[src/rtl/button_event_classifier.sv]
// Turns the debounced button level into short-press, long-press and double-click
// pulses, plus a held level while a long press is maintained.
module button_event_classifier #(
    parameter int CNT_W         = 16,
    parameter int LONG_TICKS    = 500,
    parameter int DBL_GAP_TICKS = 250
) (
    input  logic clk,
    input  logic rst_n,
    input  logic btn_level,
    input  logic tick,
    output logic short_press,
    output logic long_press,
    output logic double_click,
    output logic held
);

    typedef enum logic [2:0] {
        ARM       = 3'd0,
        IDLE      = 3'd1,
        PRESS1    = 3'd2,
        LONG_HOLD = 3'd3,
        WAIT2     = 3'd4,
        PRESS2    = 3'd5
    } state_t;

    localparam logic [CNT_W-1:0] LONG_LAST = CNT_W'(LONG_TICKS - 1);
    localparam logic [CNT_W-1:0] GAP_LAST  = CNT_W'(DBL_GAP_TICKS - 1);

    state_t           state;
    state_t           next_state;
    logic [CNT_W-1:0] cnt;
    logic [CNT_W-1:0] cnt_next;
    logic             short_next;
    logic             long_next;
    logic             dbl_next;
    logic             held_next;
    logic             long_hit;
    logic             gap_hit;

    assign long_hit = tick && (cnt == LONG_LAST);
    assign gap_hit  = tick && (cnt == GAP_LAST);

    always_ff @(posedge clk or negedge rst_n) begin
        if (!rst_n) begin
            state <= ARM;
        end else begin
            state <= next_state;
        end
    end

    // Release beats the long threshold and a new press beats the gap timeout.
    always_comb begin
        next_state = ARM;
        case (state)
            ARM:       next_state = btn_level ? ARM : IDLE;
            IDLE:      next_state = btn_level ? PRESS1 : IDLE;
            PRESS1: begin
                if (!btn_level) begin
                    next_state = WAIT2;
                end else if (long_hit) begin
                    next_state = LONG_HOLD;
                end else begin
                    next_state = PRESS1;
                end
            end
            LONG_HOLD: next_state = btn_level ? LONG_HOLD : IDLE;
            WAIT2: begin
                if (btn_level) begin
                    next_state = PRESS2;
                end else if (gap_hit) begin
                    next_state = IDLE;
                end else begin
                    next_state = WAIT2;
                end
            end
            PRESS2:    next_state = btn_level ? PRESS2 : IDLE;
            default:   next_state = ARM;
        endcase
    end

    always_comb begin
        short_next = 1'b0;
        long_next  = 1'b0;
        dbl_next   = 1'b0;
        held_next  = (next_state == LONG_HOLD);
        cnt_next   = cnt;
        case (state)
            IDLE: begin
                if (next_state == PRESS1) begin
                    cnt_next = '0;
                end
            end
            PRESS1: begin
                if (next_state == WAIT2) begin
                    cnt_next = '0;
                end else if (next_state == LONG_HOLD) begin
                    long_next = 1'b1;
                end else if (tick) begin
                    cnt_next = cnt + 1'b1;
                end
            end
            WAIT2: begin
                if (next_state == PRESS2) begin
                    dbl_next = 1'b1;
                end else if (next_state == IDLE) begin
                    short_next = 1'b1;
                end else if (tick) begin
                    cnt_next = cnt + 1'b1;
                end
            end
            ARM, LONG_HOLD, PRESS2: cnt_next = cnt;
            default: cnt_next = '0;
        endcase
    end

    always_ff @(posedge clk or negedge rst_n) begin
        if (!rst_n) begin
            cnt          <= '0;
            short_press  <= 1'b0;
            long_press   <= 1'b0;
            double_click <= 1'b0;
            held         <= 1'b0;
        end else begin
            cnt          <= cnt_next;
            short_press  <= short_next;
            long_press   <= long_next;
            double_click <= dbl_next;
            held         <= held_next;
        end
    end

endmodule

[config.mk]
export PLATFORM = sky130hd
export DESIGN_NAME = button_event_classifier
export DESIGN_NICKNAME = d
export VERILOG_FILES = /design/src/rtl/button_event_classifier.sv
export SDC_FILE = /design/constraint.sdc
export NUM_CORES = 1
export LEC_CHECK = 0
export CAP_MARGIN = 20
export CORE_MARGIN = 8
export CORE_UTILIZATION = 30
export DETAILED_ROUTE_END_ITERATION = 16
export GPL_TIMING_DRIVEN = 1
export HOLD_SLACK_MARGIN = 0.03
export PLACE_DENSITY = 0.57
export REMOVE_ABC_BUFFERS = 1
export SYNTH_ARGS = -nofsm -noshare
export SYNTH_HDL_FRONTEND = slang
export SYNTH_SLANG_ARGS = --single-unit
[constraint.sdc]
create_clock -name clk -period 5.2 [get_ports clk]
set_clock_uncertainty 0.15 [all_clocks]
set_input_delay 0.78 -clock clk [delete_from_list [all_inputs] [get_ports clk]]
set_output_delay 0.78 -clock clk [all_outputs]
set_load 0.05 [all_outputs]
==> summary.md <==
| Metric | Value |
|---|---|
| Largest net degree at the start of global routing | 24 |
| Least-Margin Pin Slew | 818.2 ps |
| # clock sinks | 23 |
| # Post-CTS Setup Buffers | 0 |
| Synth top area share | 39.86% |
| Status | finished, final reports clean |
| Number of global-route vias before repair | 1156 |
| Crit path buffers/inverters | 1 |
| Fmax | 351.9 MHz |
| Post-route ant nets | 0 |
| Setup TNS | 0 ps |
| YS warnings | 0 |
| Number of antenna violations at the first check in global routing | 0 |
| Register area share after synthesis | 39.86% |
| Setup violators final | 0 |
| Startpoint type of the worst setup path | primary input |
| Async SR Flop Fraction | 100.0% |
| Worst skew pair latency | 270 ps |
| Yosys reg bits | 23 |
| Hold WC Path Type | reg -> reg |
| Final hold violation count | 0 |
| CTS root buf | clkbuf_8 |
| Area Growth Syn to Fin | 8.752% |
| Die H | 85.38 um |
| Power Density | 320.4 nW/um^2 |
| CP top delay family | simple AND/OR/NAND/NOR gates |
| Gate count after technology mapping | 154 |
| Crit-path max cell delay | 690 ps |
| Core area | 4692 sq um |
| Peak supply drop | 130.9 uV |
| Drt wl/cell | 14.96 um |
| Port Buf Inserts | 7 |
| Worst-path cell with the longest stage delay | nor4_1 |
| Cell taking the most area after synthesis | dfrtp_1 |
| Slack of the critical path | 2358 ps |
| CP Max Fanout | 10 |
| Worst rel slew slack | 44.95% |
| Ant. Diodes | 0 |
| CTS tree | built |
| Final period util | 54.65% |
| Unrepaired setup endpoints after global routing | no |
| Syn avg cell area | 9.376 sq um |
| Crit-path cells | clkdlybuf4s50_1, nand4_1, nor4_1, a31oi_1, o21ai_0, o31ai_2 |
| Tmin final | 2842 ps |
| Max clock buf depth | 2 |
| CTS Buf Count | 3 |
| Via count | 1178 |
| Pins Over Slew Limit | 0 |
| Nets | 163 |
| Starting density of the core | 30.77% |
| Dpl hpwl | 2137 um |
| Area of the die | 7289 sq um |
| Clock-pin slew of the registers on the worst-case setup and hold paths | 80 ps |
| IO Pins | 8 |
| Global-route wire length before repair | 5388 um |
| Ys flop type | dfrtp_1 |
| Layout cells sized above 1 | 12.18% |
| Post-CTS Hold Fix Bufs | 0 |
| Total Routed Length | 3141 um |
| Post-synth top cells | dfrtp_1 (23), nor2_1 (16), o21ai_0 (13) |
| Num rows | 25 |
| GRT overflow | 0 |
| Number of synthesized flops with an enable pin | 0 |
| Post-Syn Area | 1444 sq um |
| Dpl ws | 2083 ps |
| Worst setup EP type | flip-flop |
| Width of the die | 85.38 um |
| Most common cell in the netlist | dfrtp_1 |
| Global Route Usage Sum | 9.221% |
| Critical path class | in -> reg |
| Worst path arrival time | 2840 ps |
| Post-synthesis cell type count | 43 |
| DR pass1 iterations | 4 |
| Routability cong. | 0.7668 |
| Worst EP required | 5200 ps |
| H-tree depth | 1 |
| # DRC | 0 |
| Lkg Pwr | 0.0006041 uW |
| Vias/cell | 5.610 |
| Post-CTS Resized | 0 |
| 1st-iter DRT viols | 65 |
| MaxCap Viol Count | 0 |
| Synth top area cells | dfrtp_1 (40%), o31ai_2 (6.1%), o21ai_0 (4.5%) |
area by class of cell:
| cell class | count | area, sq um |
|---|---|---|
| clock buffers | 4 | 45.04 |
| fillers | 488 | 3122 |
| inverters | 5 | 18.77 |
| multi-input cells | 116 | 778.2 |
| flip-flops and latches | 23 | 575.6 |
| well taps | 54 | 67.56 |
| repair buffers | 8 | 85.08 |
registers in the layout, summed over array words and instances (netlist names):
| signal | count |
|---|---|
| cnt | 16 |
| double_click | 1 |
| held | 1 |
| long_press | 1 |
| short_press | 1 |
| state | 3 |
logic make-up (layout without fill, tap and decap cells):
logic type      Yosys count  after routing  share of synthesized area (%)
compound gates           48             48                          25.65
fa+ha+maj                 2              2                          1.733
buf+inv                  15             17                          6.239
flops                    23             23                          39.86
simple gates             66             66                          26.52
per-stage QoR:
stage	std cells	hold WS [ps]	total power, uW	area (sq um)	utilization (%)
3_5_place_dp	205	346.7	394.5	1510	32.19
3_3_place_gp	205	347.7	387.8	1510	32.19
6_report	210	364.0	503.1	1570	33.47
5_1_grt	210	380.2	537.9	1570	33.47
2_1_floorplan	144	328.6	342.8	1373	-
4_1_cts	209	365.1	508.3	1555	33.15
layout by cell type (no fill, tap or decap), types with 2 or more instances in the layout:
| cell | count |
|---|---|
| o31ai_1 | 4 |
| nor4bb_1 | 2 |
| nor4_1 | 4 |
| nand2b_1 | 5 |
| o21ai_2 | 3 |
| nor2_1 | 16 |
| nor3_1 | 3 |
| nand3_1 | 8 |
| o21ai_0 | 13 |
| inv_1 | 5 |
| o31ai_2 | 7 |
| ha_1 | 2 |
| a31oi_1 | 5 |
| dfrtp_1 | 23 |
| a41oi_1 | 2 |
| nand4_1 | 5 |
| a21oi_1 | 3 |
| nand2_1 | 7 |
| o41ai_1 | 3 |
| and2_1 | 2 |
| nor2b_1 | 2 |
| clkdlybuf4s50_1 | 7 |
| a21o_1 | 2 |
| clkbuf_8 | 3 |
| nand3b_1 | 3 |
worst reg2reg max path, stage by stage, from the launching register on:
cell	delay, ps
dfrtp_1	440
ha_1	270
nand4_1	250
nor4_1	650
a31oi_1	160
o21ai_0	210
o31ai_2	90
report_power, final:
part | switching (uW) | internal (uW)
clock | 57.6 | 54.8
combinational | 105 | 61.1
sequential | 31.1 | 194
total | 193 | 310
metal layers:
layer	up-vias	wire length, um	global-route usage (%)
met5	-	0	0
met4	0	93	6.847
met3	7	116	1.834
met2	26	1453	14.70
met1	564	1479	10.73
li1	581	-	-
worst paths after layout:
| path | slack, ps | endpoint | from | depth (start not counted) |
|---|---|---|---|---|
| max in group asynchronous | 3740 | cnt[10]$_DFFE_PN0P_ | rst_n | 2 |
| min in group asynchronous | 700 | long_press$_DFF_PN0_ | rst_n | 1 |
| setup reg to reg | 2870 | cnt[14]$_DFFE_PN0P_ | cnt[0]$_DFFE_PN0P_ | 6 |
| hold reg to reg | 360 | cnt[15]$_DFFE_PN0P_ | cnt[15]$_DFFE_PN0P_ | 1 |
| setup / recovery | 2360 | cnt[11]$_DFFE_PN0P_ | tick | 6 |
| hold / removal | 360 | cnt[15]$_DFFE_PN0P_ | cnt[15]$_DFFE_PN0P_ | 1 |
Note: power is estimated with default switching activity, not from simulation.
